`config.mk`:
```
export PLATFORM = sky130hd
export DESIGN_NAME = sd_cmd_responder_flat
export DESIGN_NICKNAME = d
export VERILOG_FILES = /design/src/rtl/sd_cmd_responder_if.sv /design/src/rtl/sd_cmd_responder.sv /design/src/flat_wrapper.sv
export SDC_FILE = /design/constraint.sdc
export NUM_CORES = 1
export LEC_CHECK = 0
export ABC_CLOCK_PERIOD_IN_PS = 2200
export CORE_MARGIN = 10
export CORE_UTILIZATION = 49
export DETAILED_ROUTE_END_ITERATION = 10
export PLACE_DENSITY = 0.89
export SETUP_SLACK_MARGIN = 0.3
export SYNTH_ARGS = -nofsm -noshare
export SYNTH_HDL_FRONTEND = slang
export SYNTH_SLANG_ARGS = --single-unit
export TNS_END_PERCENT = 30
```
`constraint.sdc`:
```
create_clock -name clk -period 2.2 [get_ports clk]
set_clock_uncertainty 0.2 [all_clocks]
set_input_delay 0.22 -clock clk [delete_from_list [all_inputs] [get_ports clk]]
set_output_delay 0.22 -clock clk [all_outputs]
set_load 0.02 [all_outputs]
```
`src/rtl/sd_cmd_responder_if.sv`:
```
// Card-logic side of the SD CMD responder: captured command out, response in.
// master = responder, slave = local card logic.
interface sd_cmd_responder_if;
    logic        cmd_valid;
    logic [5:0]  cmd_index;
    logic [31:0] cmd_arg;
    logic        cmd_crc_err;
    logic        resp_valid;
    logic        resp_none;
    logic [5:0]  resp_index;
    logic [31:0] resp_arg;
    logic        resp_ready;
    logic        busy;

    modport master (
        output cmd_valid, cmd_index, cmd_arg, cmd_crc_err, resp_ready, busy,
        input  resp_valid, resp_none, resp_index, resp_arg
    );

    modport slave (
        input  cmd_valid, cmd_index, cmd_arg, cmd_crc_err, resp_ready, busy,
        output resp_valid, resp_none, resp_index, resp_arg
    );
endinterface

```
`src/rtl/sd_cmd_responder.sv`:
```
// Card-side SD CMD line endpoint: oversamples sd_clk, deserializes/validates host
// commands, serializes card responses. Define SD_CMD_CRC_CHECK_EN to check received CRC7.
module sd_cmd_responder #(
    parameter int SYNC_STAGES = 2,
    parameter int NCR_MIN     = 2,
    parameter int NCR_MAX     = 64
) (
    input  logic                 clk,
    input  logic                 rst_n,
    input  logic                 sd_clk,
    input  logic                 sd_cmd_in,
    output logic                 sd_cmd_out,
    output logic                 sd_cmd_oe,
    sd_cmd_responder_if.master   card
);

    localparam int NCR_W = $clog2(NCR_MAX + 1);
    localparam logic [NCR_W-1:0] NCR_MIN_C = NCR_W'(NCR_MIN);
    localparam logic [NCR_W-1:0] NCR_MAX_C = NCR_W'(NCR_MAX);

    localparam logic [2:0] S_IDLE  = 3'd0;
    localparam logic [2:0] S_RX    = 3'd1;
    localparam logic [2:0] S_CHECK = 3'd2;
    localparam logic [2:0] S_WAIT  = 3'd3;
    localparam logic [2:0] S_GAP   = 3'd4;
    localparam logic [2:0] S_TX    = 3'd5;

    // x^7 + x^3 + 1, zero seed, MSB first
    function automatic logic [6:0] crc7_calc(input logic [39:0] d);
        logic [6:0] c;
        logic       fb;
        c = 7'd0;
        for (int i = 39; i >= 0; i--) begin
            fb   = d[i] ^ c[6];
            c    = {c[5:0], 1'b0};
            c[0] = fb;
            c[3] = c[3] ^ fb;
        end
        return c;
    endfunction

    logic [SYNC_STAGES-1:0] clk_sync_q;
    logic [SYNC_STAGES-1:0] cmd_sync_q;
    logic                   clk_prev_q;

    always_ff @(posedge clk or negedge rst_n) begin
        if (!rst_n) begin
            clk_sync_q <= '0;
            cmd_sync_q <= '1;
            clk_prev_q <= 1'b0;
        end else begin
            clk_sync_q <= {clk_sync_q[SYNC_STAGES-2:0], sd_clk};
            cmd_sync_q <= {cmd_sync_q[SYNC_STAGES-2:0], sd_cmd_in};
            clk_prev_q <= clk_sync_q[SYNC_STAGES-1];
        end
    end

    logic sclk, scmd, rise, fall;
    assign sclk = clk_sync_q[SYNC_STAGES-1];
    assign scmd = cmd_sync_q[SYNC_STAGES-1];
    assign rise = sclk & ~clk_prev_q;
    assign fall = ~sclk & clk_prev_q;

    logic [2:0]       state_q, state_d;
    logic [47:0]      shreg_q, shreg_d;
    logic [5:0]       bcnt_q, bcnt_d;
    logic [NCR_W-1:0] ncr_q, ncr_d;
    logic             out_q, out_d;
    logic             oe_q, oe_d;
    logic             valid_q, valid_d;
    logic             err_q, err_d;
    logic [5:0]       idx_q, idx_d;
    logic [31:0]      arg_q, arg_d;

    logic [47:0]      rx_frame;
    logic [47:0]      resp_frame;
    logic             crc_bad;
    logic             frame_bad;
    logic [NCR_W-1:0] ncr_inc;

    assign rx_frame = {shreg_q[46:0], scmd};

`ifdef SD_CMD_CRC_CHECK_EN
    assign crc_bad = (crc7_calc(rx_frame[47:8]) != rx_frame[7:1]);
`else
    assign crc_bad = 1'b0;
`endif

    assign frame_bad  = ~rx_frame[46] | ~rx_frame[0] | crc_bad;
    assign resp_frame = {2'b00, card.resp_index, card.resp_arg,
                         crc7_calc({2'b00, card.resp_index, card.resp_arg}), 1'b1};
    // Ncr saturates so a long GAP cannot wrap back below NCR_MIN
    assign ncr_inc    = (rise && ncr_q != NCR_MAX_C) ? ncr_q + 1'b1 : ncr_q;

    always_comb begin
        state_d = state_q;
        shreg_d = shreg_q;
        bcnt_d  = bcnt_q;
        ncr_d   = ncr_q;
        out_d   = out_q;
        oe_d    = oe_q;
        valid_d = 1'b0;
        err_d   = 1'b0;
        idx_d   = idx_q;
        arg_d   = arg_q;
        case (state_q)
            S_IDLE: begin
                if (rise && !scmd) begin
                    shreg_d = 48'd0;
                    bcnt_d  = 6'd1;
                    state_d = S_RX;
                end
            end
            S_RX: begin
                if (rise) begin
                    shreg_d = rx_frame;
                    bcnt_d  = bcnt_q + 6'd1;
                    // pulses are registered here so they sit in the single CHECK clk
                    if (bcnt_q == 6'd47) begin
                        state_d = S_CHECK;
                        if (frame_bad) begin
                            err_d = 1'b1;
                        end else begin
                            valid_d = 1'b1;
                            idx_d   = rx_frame[45:40];
                            arg_d   = rx_frame[39:8];
                        end
                    end
                end
            end
            S_CHECK: begin
                ncr_d   = '0;
                state_d = err_q ? S_IDLE : S_WAIT;
            end
            S_WAIT: begin
                ncr_d = ncr_inc;
                if (card.resp_valid) begin
                    if (card.resp_none) begin
                        state_d = S_IDLE;
                    end else begin
                        shreg_d = resp_frame;
                        bcnt_d  = 6'd0;
                        state_d = S_GAP;
                    end
                end else if (ncr_q >= NCR_MAX_C) begin
                    state_d = S_IDLE;
                end
            end
            S_GAP: begin
                ncr_d = ncr_inc;
                if (ncr_q >= NCR_MIN_C) state_d = S_TX;
            end
            S_TX: begin
                if (fall) begin
                    // 48 bits already on the wire: the end bit has had its full cycle
                    if (bcnt_q == 6'd48) begin
                        oe_d    = 1'b0;
                        out_d   = 1'b1;
                        state_d = S_IDLE;
                    end else begin
                        oe_d    = 1'b1;
                        out_d   = shreg_q[47];
                        shreg_d = {shreg_q[46:0], 1'b1};
                        bcnt_d  = bcnt_q + 6'd1;
                    end
                end
            end
            default: state_d = S_IDLE;
        endcase
    end

    always_ff @(posedge clk or negedge rst_n) begin
        if (!rst_n) begin
            state_q <= S_IDLE;
            shreg_q <= '0;
            bcnt_q  <= '0;
            ncr_q   <= '0;
            out_q   <= 1'b1;
            oe_q    <= 1'b0;
            valid_q <= 1'b0;
            err_q   <= 1'b0;
            idx_q   <= '0;
            arg_q   <= '0;
        end else begin
            state_q <= state_d;
            shreg_q <= shreg_d;
            bcnt_q  <= bcnt_d;
            ncr_q   <= ncr_d;
            out_q   <= out_d;
            oe_q    <= oe_d;
            valid_q <= valid_d;
            err_q   <= err_d;
            idx_q   <= idx_d;
            arg_q   <= arg_d;
        end
    end

    assign sd_cmd_out       = out_q;
    assign sd_cmd_oe        = oe_q;
    assign card.cmd_valid   = valid_q;
    assign card.cmd_crc_err = err_q;
    assign card.cmd_index   = idx_q;
    assign card.cmd_arg     = arg_q;
    assign card.resp_ready  = (state_q == S_WAIT);
    assign card.busy        = (state_q != S_IDLE);

endmodule

```
`src/flat_wrapper.sv`:
```
// flat-port wrapper written by rule: the top's interface ports become plain ports
module sd_cmd_responder_flat 
#(
    parameter int SYNC_STAGES = 2,
    parameter int NCR_MIN     = 2,
    parameter int NCR_MAX     = 64
)
  (clk, rst_n, sd_clk, sd_cmd_in, sd_cmd_out, sd_cmd_oe, card_cmd_valid, card_cmd_index, card_cmd_arg, card_cmd_crc_err, card_resp_ready, card_busy, card_resp_valid, card_resp_none, card_resp_index, card_resp_arg);
  sd_cmd_responder_if card_i ();
  input  logic clk;
  input  logic rst_n;
  input  logic sd_clk;
  input  logic sd_cmd_in;
  output logic sd_cmd_out;
  output logic sd_cmd_oe;
  output wire logic [$bits(card_i.cmd_valid)-1:0] card_cmd_valid;
  output wire logic [$bits(card_i.cmd_index)-1:0] card_cmd_index;
  output wire logic [$bits(card_i.cmd_arg)-1:0] card_cmd_arg;
  output wire logic [$bits(card_i.cmd_crc_err)-1:0] card_cmd_crc_err;
  output wire logic [$bits(card_i.resp_ready)-1:0] card_resp_ready;
  output wire logic [$bits(card_i.busy)-1:0] card_busy;
  input wire logic [$bits(card_i.resp_valid)-1:0] card_resp_valid;
  input wire logic [$bits(card_i.resp_none)-1:0] card_resp_none;
  input wire logic [$bits(card_i.resp_index)-1:0] card_resp_index;
  input wire logic [$bits(card_i.resp_arg)-1:0] card_resp_arg;
  assign card_cmd_valid = card_i.cmd_valid;
  assign card_cmd_index = card_i.cmd_index;
  assign card_cmd_arg = card_i.cmd_arg;
  assign card_cmd_crc_err = card_i.cmd_crc_err;
  assign card_resp_ready = card_i.resp_ready;
  assign card_busy = card_i.busy;
  assign card_i.resp_valid = card_resp_valid;
  assign card_i.resp_none = card_resp_none;
  assign card_i.resp_index = card_resp_index;
  assign card_i.resp_arg = card_resp_arg;
  sd_cmd_responder #(.SYNC_STAGES(SYNC_STAGES), .NCR_MIN(NCR_MIN), .NCR_MAX(NCR_MAX)) u_core (.clk(clk), .rst_n(rst_n), .sd_clk(sd_clk), .sd_cmd_in(sd_cmd_in), .sd_cmd_out(sd_cmd_out), .sd_cmd_oe(sd_cmd_oe), .card(card_i));
endmodule
```
==> flow_metrics.env, run 1 <==
export IMPL_synth_seq_area_share_pct=50.2
export IMPL_grt_pass1_wl_um=33800
export IMPL_avgSynthCellArea_um2=11.1
export IMPL_clk_latency_ps=360
export IMPL_track_usage_pct=26.9
export IMPL_status="complete, but fails checks"
export IMPL_ys_ff_latch=111
export IMPL_gp_congestion=0.864
export IMPL_hold_path_class="in2reg"
export IMPL_die_h_um=126
export IMPL_drive_above_1_share_pct=44.3
export IMPL_swShare_pct=42.2
export IMPL_timing_final_ws_setup_ps=-266
export IMPL_violations="DRC, setup timing"
export IMPL_grt_pass1_vias=5538
export IMPL_seqCellArea_um2=2780
export IMPL_crit_type="reg2reg"
export IMPL_grt_overflow=0
export IMPL_worst_endpoint_required_ps=2240
export IMPL_yosys_area_top_type_share_pct=48.7
export IMPL_yosys_area_top_type="dfrtp_1"
export IMPL_synth_most_common_cell="dfrtp_1"
export IMPL_cts_buffer_depth=2
export IMPL_die_x_um=126
export IMPL_comb_power_share_pct=58.3
export IMPL_vias_per_cell=6.85
export IMPL_antenna_found_initial=0
export IMPL_numPortBuffers=87
export IMPL_power_w=0.0105
export IMPL_synth_common_cells="dfrtp_1 (108), nand2_1 (62), o21ai_0 (57), a22oi_1 (42), mux2_2 (39)"
export IMPL_n_antenna_cell=0
export IMPL_p_sw_w=0.00441
export IMPL_stdcell_count=819
export IMPL_clockPowerShare_pct=15.9
export IMPL_fin_crit_sh_pct=112
export IMPL_ys_warn_count=0
export IMPL_cts_made_buffers=9
export IMPL_slew_viol_final=0
export IMPL_drc=1
export IMPL_period_needed_ps=2470
export IMPL_ant_nets=0
export IMPL_areaGrowthSynthToFinish_pct=58.3
export IMPL_seq_power_share_pct=25.9
export IMPL_max_vdd_ir_drop_v=0.000837
export IMPL_wl_per_cell_um=29.8
export IMPL_nNetsFinal=722
export IMPL_p_leak_nw=4.10
export IMPL_drt_initial_drc_count=874
export IMPL_worstMarginPinSlew_ps=613
export IMPL_synth_cell_types=47
export IMPL_p_per_area_nw_per_um2=1190
export IMPL_async_reset_ff_share_pct=100
export IMPL_synth_main_ff_cell="dfrtp_1"
export IMPL_rsz0062_at_grt="yes"
export IMPL_vias=5610
export IMPL_max_slew_margin_pct=58.8
export IMPL_start_util_pct=50.5
export IMPL_dr_pass1_iters=9
export IMPL_final_hold_violation_count=0
export IMPL_num_rows=38
export IMPL_arrival_ps=2510
export IMPL_syn_area_um2=5550
export IMPL_worst_setup_path_start_kind="flop"
export IMPL_setup_viol=91
export IMPL_synthTopCellsByArea="dfrtp_1 (49%), mux2_2 (7.9%), a22oi_1 (5.7%), o21ai_0 (5.1%), xnor2_1 (4.9%)"
export IMPL_cts_tree="built"
export IMPL_fp_coreArea_um2=11000
export IMPL_multiInputGateArea_um2=3400
export IMPL_placed_cells=752
export IMPL_die_area_um2=16000
export IMPL_num_io_pins=88
export IMPL_max_freq_mhz=406
export IMPL_grt_max_degree=112
export IMPL_end_kind="flop"
export IMPL_fillers=496
export IMPL_maxCapViolCount=0
export IMPL_syn_num_nets=548
export IMPL_dpl_hpwl_um=10400
export IMPL_synth_edf_count=0
export IMPL_syn_instance_count=500
export IMPL_cts_clk_slew_worst_paths_ps=80
export IMPL_clock_sinks=111
export IMPL_drt_wl_total_um=24400
export IMPL_regToRegSetupSlack_ps=-270
export IMPL_crit_fanout=6
export IMPL_cts_htree_levels=3
export IMPL_root_buffer="clkbuf_16"
export IMPL_internal_power_w=0.00605
sequential cells by signal, indices dropped and copies added (netlist names):
register	cells
u_core.card.cmd_arg	32
u_core.ncr_q	7
u_core.clk_prev_q	1
u_core.sd_cmd_out	1
u_core.sd_cmd_oe	1
u_core.bcnt_q	6
u_core.cmd_sync_q	2
u_core.card.cmd_index	6
u_core.clk_sync_q	2
u_core.state_q	3
u_core.card.cmd_valid	1
u_core.shreg_q	48
u_core.card.cmd_crc_err	1
path summary, 6_finish.rpt:
| path | start | endpoint | depth (start not counted) |
|---|---|---|---|
| setup / recovery | u_core.bcnt_q[0]$_DFFE_PN0P_ | u_core.card.cmd_index[1]$_DFFE_PN0P_ | 9 |
| hold / removal | card_resp_arg[28] | u_core.shreg_q[36]$_DFFE_PN0P_ | 3 |
| setup reg to reg | u_core.bcnt_q[0]$_DFFE_PN0P_ | u_core.card.cmd_index[1]$_DFFE_PN0P_ | 9 |
| hold reg to reg | u_core.clk_sync_q[0]$_DFF_PN0_ | u_core.clk_sync_q[1]$_DFF_PN0_ | 0 |
| max in group asynchronous | rst_n | u_core.bcnt_q[3]$_DFFE_PN0P_ | 3 |
| min in group asynchronous | rst_n | u_core.card.cmd_arg[22]$_DFFE_PN0P_ | 3 |
cell type report:
cell class	count	share of cell area, %
multi-input cells	348	38.8
flip-flops and latches	111	31.7
repair buffers	193	23.8
clock buffers	13	2.97
well taps	140	2.00
inverters	11	0.485
clock inverters	3	0.299
routing by layer:
layer	share of wire (%)	global-route usage (%)	up-vias
li1	-	-	2121
met1	34	32.1	2689
met2	46	44.1	590
met3	11	6.62	210
met4	8.4	14.2	0
met5	0	0	-
cells in the final DEF (no fill, tap or decap), types with 11 or more instances in the layout:
cell type          n
dfrtp_1          108
buf_4             67
clkdlybuf4s50_1   56
a22oi_1           41
mux2_4            39
o21ai_1           30
nand2_1           29
o21ai_2           28
buf_6             21
nand2_2           17
nand2_4           16
xnor2_2           15
xnor2_1           13
nor2_1            12
buf_16            12
clkbuf_16         11
critical path, stage by stage (launching register included):
cell       delay, ps
dfrtp_1          420
buf_6            150
ha_4             170
nand3_4           90
nor3_4           130
nand4b_1         220
inv_2            150
nand3_4          220
clkbuf_16        260
mux2_4           310
power groups by stage:
stage	sequential [W]	clock [W]	combinational, W
after detailed placement	0.00260	0	0.00305
after floorplan	0.00256	0	0.00197
after global placement	0.00257	0	0.00289
after CTS	0.00262	0.00160	0.00522
after global routing	0.00271	0.00172	0.00620
final	0.00271	0.00166	0.00609
through the flow:
step	setup TNS (ps)	setup slack, ps	utilization [%]	instance area [um^2]	hold WS [ps]
CTS	-342	-133	78.4	8620	5.57
global route	-15310	-268	79.9	8780	33.9
detailed placement	-5970	-816	64.3	7060	136
finish	-13140	-266	79.9	8780	25.3
global placement	-4170	-683	64.3	7060	136
floorplan	-70.0	-70.0	-	5680	-276
logic make-up after synthesis:
group           after synthesis  share of synthesized area [%]
mux                          39                           7.92
buf+inv                      41                           2.78
flops                       111                           50.2
xor+xnor                     62                           14.5
compound gates              133                           14.7
fa+ha+maj                     4                          0.903
simple gates                110                           9.07
what timing repair did:
action,in CTS,in global routing
hold buffers,2,0
cloned,10,5
resized for setup,341,16
endpoints found under the hold margin,109,0
setup endpoints to repair,106,107
buffers inserted,30,4
pin swaps,102,12
(Power assumes the default switching activity.)
==> run 2: changes to the inputs <==
--- a/config.mk
+++ b/config.mk
@@ -6,11 +6,13 @@
 export NUM_CORES = 1
 export LEC_CHECK = 0
 export ABC_CLOCK_PERIOD_IN_PS = 2200
+export CAP_MARGIN = 20
 export CORE_MARGIN = 10
-export CORE_UTILIZATION = 49
+export CORE_UTILIZATION = 34
 export DETAILED_ROUTE_END_ITERATION = 10
-export PLACE_DENSITY = 0.89
+export PLACE_DENSITY = 0.69
 export SETUP_SLACK_MARGIN = 0.3
+export SLEW_MARGIN = 20
 export SYNTH_ARGS = -nofsm -noshare
 export SYNTH_HDL_FRONTEND = slang
 export SYNTH_SLANG_ARGS = --single-unit
==> run 2 against run 1 <==
Net effect:
- the run ends with setup timing left
- utilization down 24 points
- combinational power is 16% lower
- critical path depth unchanged
- routed wire length down 24%
- design area rose by 1.7%
- non-clock buffer count grew 9
- setup slack improved by 210 ps
- clock power barely moved
- power shrank 9.6%
- highest routed layer unchanged
==> flow_metrics.env, run 2 (synthesis gave the netlist of run 1 again) <==
export IMPL_status="complete, but fails checks"
export IMPL_violations="setup timing"
export IMPL_hold_path_class="in2reg"
export IMPL_period_needed_ps=2260
export IMPL_max_vdd_ir_drop_v=0.000506
export IMPL_gp_congestion=0.831
export IMPL_end_kind="flop"
export IMPL_max_freq_mhz=443
export IMPL_cts_clk_slew_worst_paths_ps=80
export IMPL_drc=0
export IMPL_final_cell_area_um2=8920
export IMPL_max_slew_margin_pct=53.3
export IMPL_arrival_ps=2300
export IMPL_power_w=0.00946
export IMPL_slew_viol_final=0
export IMPL_track_usage_pct=15.7
export IMPL_clk_latency_ps=370
export IMPL_worstMarginPinSlew_ps=695
export IMPL_regMostFlops="u_core.shreg_q"
export IMPL_worst_setup_path_start_kind="flop"
export IMPL_seq_power_share_pct=28.1
export IMPL_grt_pass1_wl_um=27300
export IMPL_num_rows=46
export IMPL_worst_endpoint_required_ps=2240
export IMPL_layout_commonest_cell="dfrtp_1"
export IMPL_root_buffer="clkbuf_16"
export IMPL_comb_power_share_pct=54.1
export IMPL_num_io_pins=88
export IMPL_drive_above_1_share_pct=45.3
export IMPL_crit_chain="buf_6 > ha_4 > nand3_4 > nor3_4 > nand4b_1 > inv_2 > nand3_4 > clkbuf_16 > mux2_4"
export IMPL_setup_viol=31
export IMPL_placed_area_um2=7180
export IMPL_crit_buf_inv=3
export IMPL_fin_crit_sh_pct=103
export IMPL_grt_overflow=0
export IMPL_grt_max_degree=52
export IMPL_drt_initial_drc_count=348
export IMPL_n_antenna_cell=0
export IMPL_r2r_cells=9
export IMPL_vias_per_cell=5.25
export IMPL_rsz0062_at_grt="yes"
export IMPL_ant_nets=0
export IMPL_clock_sinks=111
export IMPL_cts_htree_levels=3
export IMPL_start_util_pct=34.8
export IMPL_regToRegSetupSlack_ps=-60
export IMPL_timing_final_ws_setup_ps=-58.5
export IMPL_p_leak_nw=4.10
export IMPL_clockPowerShare_pct=17.8
export IMPL_p_per_area_nw_per_um2=1060
export IMPL_maxCapViolCount=0
export IMPL_nNetsFinal=731
export IMPL_crit_type="reg2reg"
export IMPL_rr_endpoint="u_core.card.cmd_arg[18]$_DFFE_PN0P_"
export IMPL_drt_wl_total_um=18500
export IMPL_critPathTopFamily="simple AND/OR/NAND/NOR gates"
export IMPL_swShare_pct=38.3
export IMPL_areaGrowthSynthToFinish_pct=60.9
export IMPL_max_stage_delay_ps=370
export IMPL_internal_power_w=0.00583
export IMPL_die_area_um2=21800
export IMPL_cpMaxStageDelayCell="dfrtp_1"
export IMPL_dr_pass1_iters=6
export IMPL_largest_register_ffs=48
export IMPL_vias=4747
export IMPL_cp_common_cell="nand3_4"
export IMPL_cts_made_buffers=9
export IMPL_hp_start="card_resp_index[2]"
export IMPL_r2r_start="u_core.bcnt_q[1]$_DFFE_PN0P_"
export IMPL_die_h_um=148
export IMPL_p_sw_w=0.00362
export IMPL_crit_fanout=6
export IMPL_layout_common_cells="dfrtp_1 (107), buf_4 (80), clkdlybuf4s50_1 (56)"
export IMPL_dpl_hpwl_um=10600
export IMPL_die_x_um=148
export IMPL_grt_pass1_vias=4948
export IMPL_numPortBuffers=87
export IMPL_hold_end="u_core.shreg_q[42]$_DFFE_PN0P_"
export IMPL_antenna_found_initial=0
export IMPL_cts_tree="built"
export IMPL_dp_worst_setup_slack_ps=-763
export IMPL_final_hold_violation_count=0
export IMPL_cts_buffer_depth=2
export IMPL_hold_depth=3
export IMPL_wl_per_cell_um=20.4
export IMPL_fp_coreArea_um2=15900
-- run 2: cell types whose count changed in the layout (fill, tap and decap cells not counted), moves of 5 or more --
| cell | before | now |
|---|---|---|
| buf_16 | 12 | 5 |
| buf_4 | 67 | 80 |
| clkdlybuf4s15_1 | 0 | 5 |
| nand2_1 | 29 | 22 |
| nand2_4 | 16 | 21 |
| o21ai_0 | 7 | 17 |
| o21ai_1 | 30 | 23 |
-- run 2: worst register-to-register path, stage by stage (launching register included) --
cell and delay [ps]:
dfrtp_1 370, buf_6 120, ha_4 140, nand3_4 100, nor3_4 140, nand4b_1 190, inv_2 120, nand3_4 190
clkbuf_16 250, mux2_4 310
-- run 2: power groups by stage --
stage | Clock (W) | Sequential, W | Combinational [W]
detailed placement | 0 | 0.00260 | 0.00305
global route | 0.00179 | 0.00270 | 0.00541
global placement | 0 | 0.00259 | 0.00296
floorplan | 0 | 0.00256 | 0.00197
CTS | 0.00169 | 0.00264 | 0.00457
finish | 0.00168 | 0.00266 | 0.00511
-- run 2: final cells by class --
| class | instances | area [um^2] |
|---|---|---|
| Fill cell | 1270 | 7020 |
| Multi-Input combinational cell | 348 | 3510 |
| Sequential cell | 111 | 2780 |
| Timing Repair Buffer | 202 | 2030 |
| Tap cell | 216 | 270 |
| Clock buffer | 11 | 233 |
| Clock inverter | 5 | 58.8 |
| Inverter | 11 | 41.3 |
-- run 2: how the worst max path moves through the flow --
stage / startpoint / slack (ps) / cells past startpoint / end
2_1_floorplan: card_resp_arg[14] / -70 / 7 / u_core.shreg_q[4]$_DFFE_PN0P_
3_3_place_gp: card_resp_index[5] / -730 / 8 / u_core.shreg_q[4]$_DFFE_PN0P_
3_5_place_dp: card_resp_index[5] / -760 / 8 / u_core.shreg_q[4]$_DFFE_PN0P_
4_1_cts: card_resp_arg[27] / -70 / 8 / u_core.shreg_q[4]$_DFFE_PN0P_
5_1_grt: u_core.bcnt_q[1]$_DFFE_PN0P_ / -120 / 9 / u_core.card.cmd_arg[18]$_DFFE_PN0P_
6_report: u_core.bcnt_q[1]$_DFFE_PN0P_ / -60 / 9 / u_core.card.cmd_arg[18]$_DFFE_PN0P_
-- run 2: metal layers --
layer / routed length [um] / share of wire, % / vias to the layer above / global-route usage (%)
li1: - / - / 2140 / -
met1: 7680 / 42 / 2358 / 19.7
met2: 9040 / 49 / 209 / 25.5
met3: 1160 / 6.3 / 40 / 3.51
met4: 587 / 3.2 / 0 / 6.69
met5: 0 / 0 / - / 0
-- run 2: what timing repair did --
action,in CTS,in global routing
cloned,3,6
pin swaps,109,38
hold buffers,4,0
buffers inserted,26,16
gates resized for setup,323,42
endpoints found under the setup margin,107,106
endpoints found under the hold margin,32,0
-- run 2: through the flow --
stage	utilization [%]	TNS [ps]	cells	hold slack, ps
2_1_floorplan	-	-70.0	500	-276
3_3_place_gp	45.0	-5410	833	9.27
3_5_place_dp	45.0	-7160	833	19.1
4_1_cts	53.8	-157	882	8.92
5_1_grt	56.0	-3740	904	19.0
6_report	56.0	-811	904	16.1
==> run 3: changes to the inputs <==
--- a/config.mk
+++ b/config.mk
@@ -5,11 +5,11 @@
 export SDC_FILE = /design/constraint.sdc
 export NUM_CORES = 1
 export LEC_CHECK = 0
-export ABC_CLOCK_PERIOD_IN_PS = 2200
 export CAP_MARGIN = 20
 export CORE_MARGIN = 10
 export CORE_UTILIZATION = 34
 export DETAILED_ROUTE_END_ITERATION = 10
+export HOLD_SLACK_MARGIN = 0.12
 export PLACE_DENSITY = 0.69
 export SETUP_SLACK_MARGIN = 0.3
 export SLEW_MARGIN = 20
==> run 3 against run 2 <==
Net effect:
- power grew 2.9%
- global-route usage grew 0.17 points
- design area grew 2.1%
- die area is the same
- utilization grew 1.2 points
- non-clock buffer count grew 14
- sequential cell count is the same
- hold slack gained 120 ps
- setup slack lost 73 ps
- via count grew 2.8%
- the flow still finishes with violations (setup timing)
==> flow_metrics.env, run 3 (synthesis gave the netlist of run 1 again) <==
export IMPL_max_vdd_ir_drop_v=0.000536
export IMPL_seqCellArea_um2=2780
export IMPL_grt_max_degree=52
export IMPL_clock_sinks=111
export IMPL_placed_area_um2=7180
export IMPL_clk_latency_ps=360
export IMPL_placed_cells=833
export IMPL_antenna_found_initial=0
export IMPL_drc=0
export IMPL_vias=4882
export IMPL_critPathTopFamily="XOR/XNOR gates"
export IMPL_max_stage_delay_ps=480
export IMPL_gp_congestion=0.831
export IMPL_crit_buf_inv=4
export IMPL_maxCapViolCount=0
export IMPL_status="complete, but fails checks"
export IMPL_root_buffer="clkbuf_16"
export IMPL_period_needed_ps=2330
export IMPL_cts_tree="built"
export IMPL_violations="setup timing"
export IMPL_layout_commonest_cell="dfrtp_1"
export IMPL_num_rows=46
export IMPL_cts_made_buffers=9
export IMPL_cts_buffer_depth=2
export IMPL_num_io_pins=88
export IMPL_cts_htree_levels=3
export IMPL_multiInputGateArea_um2=3510
export IMPL_dpl_hpwl_um=10600
export IMPL_timing_final_ws_setup_ps=-131
export IMPL_largest_register_ffs=48
export IMPL_cts_clk_slew_worst_paths_ps=80
export IMPL_n_antenna_cell=0
export IMPL_end_kind="flop"
export IMPL_drt_wl_total_um=19000
export IMPL_drt_initial_drc_count=374
export IMPL_start_util_pct=34.8
export IMPL_grt_pass1_vias=5000
export IMPL_arrival_ps=2440
export IMPL_fillers=1229
export IMPL_cp_common_cell="buf_6"
export IMPL_wl_per_cell_um=20.7
export IMPL_final_hold_violation_count=0
export IMPL_drive_above_1_share_pct=45.0
export IMPL_crit_chain="buf_8 > xnor2_4 > buf_6 > xnor3_1 > xor3_2 > buf_6 > buf_6 > xnor2_4 > or4_1 > nand3_1"
export IMPL_crit_fanout=3
export IMPL_stdcell_count=918
export IMPL_worstMarginPinSlew_ps=691
export IMPL_fin_crit_sh_pct=106
export IMPL_max_freq_mhz=429
export IMPL_die_area_um2=21800
export IMPL_rsz0062_at_grt="yes"
export IMPL_setup_viol=42
export IMPL_p_leak_nw=4.19
export IMPL_worst_setup_path_start_kind="input port"
export IMPL_track_usage_pct=15.9
export IMPL_areaGrowthSynthToFinish_pct=64.3
export IMPL_ant_nets=0
export IMPL_nNetsFinal=745
export IMPL_final_cell_area_um2=9110
export IMPL_grt_pass1_wl_um=27600
export IMPL_fp_coreArea_um2=15900
export IMPL_slew_viol_final=0
export IMPL_die_x_um=148
export IMPL_timing_hold_ws_ps=134
export IMPL_max_slew_margin_pct=53.6
export IMPL_grt_overflow=0
export IMPL_vias_per_cell=5.32
export IMPL_die_h_um=148
export IMPL_hold_path_class="in2reg"
export IMPL_p_per_area_nw_per_um2=1070
export IMPL_numPortBuffers=87
export IMPL_worst_endpoint_required_ps=2310
export IMPL_cpMaxStageDelayCell="or4_1"
export IMPL_regMostFlops="u_core.shreg_q"
export IMPL_dr_pass1_iters=5
export IMPL_layout_common_cells="dfrtp_1 (107), buf_4 (80), clkdlybuf4s50_1 (56)"
export IMPL_crit_type="in2reg"
==> run 3: layer usage <==
layer / share of wire [%] / vias up / global-route usage [%]
met3: 6.1 / 41 / 3.79
met2: 50 / 200 / 25.6
met1: 41 / 2475 / 19.9
met5: 0 / - / 0
li1: - / 2166 / -
met4: 3.3 / 0 / 6.84
==> run 3: cell type report <==
cell class,instances,share of cell area [%]
Tap cell,216,2.97
Multi-Input combinational cell,348,38.6
Sequential cell,111,30.5
Clock inverter,5,0.646
Inverter,11,0.481
Clock buffer,11,2.55
Timing Repair Buffer,216,24.2
==> run 3: final timing paths <==
kind,slack [ps],end,start,cells after the start
hold reg to reg,150,u_core.clk_sync_q[1]$_DFF_PN0_,u_core.clk_sync_q[0]$_DFF_PN0_,0
min in group asynchronous,150,u_core.shreg_q[12]$_DFFE_PN0P_,rst_n,2
hold / removal,130,u_core.shreg_q[34]$_DFFE_PN0P_,card_resp_arg[26],3
max in group asynchronous,980,u_core.sd_cmd_out$_DFFE_PN1P_,rst_n,3
setup / recovery,-130,u_core.shreg_q[4]$_DFFE_PN0P_,card_resp_index[1],10
setup reg to reg,-100,u_core.card.cmd_index[5]$_DFFE_PN0P_,u_core.bcnt_q[1]$_DFFE_PN0P_,9
==> run 3: report_power, final <==
part	leakage [nW]	internal, W	total (W)	switching, W
Sequential	1.52	0.00234	0.00267	0.000324
Clock	0.136	0.000886	0.00167	0.000783
Combinational	2.54	0.00275	0.00540	0.00265
Total	4.19	0.00598	0.00973	0.00375
==> run 3: timing repair <==
item / in CTS / in global routing
hold buffers: 12 / 2
resized for setup: 323 / 35
hold endpoints to repair: 119 / 2
endpoints found under the setup margin: 107 / 106
pin swaps: 109 / 36
buffers inserted: 26 / 17
cloned: 3 / 9
==> run 3: through the flow <==
stage	total power, W	utilization [%]	TNS [ps]	worst slack [ps]
after floorplan	0.00454	-	-70.0	-70.0
after global placement	0.00555	45.0	-5410	-734
after detailed placement	0.00565	45.0	-7160	-763
after CTS	0.00891	54.3	-156	-70.7
after global routing	0.0102	57.1	-5510	-160
final	0.00973	57.1	-2880	-131
==> run 3: worst reg2reg max path: stages (launching register included) <==
cell and delay [ps]:
dfrtp_1 380, buf_6 130, ha_4 140, nand3_4 100, nor3_4 140, nand4b_1 180, inv_2 120, nand3_4 220
clkbuf_16 270, mux2_4 310
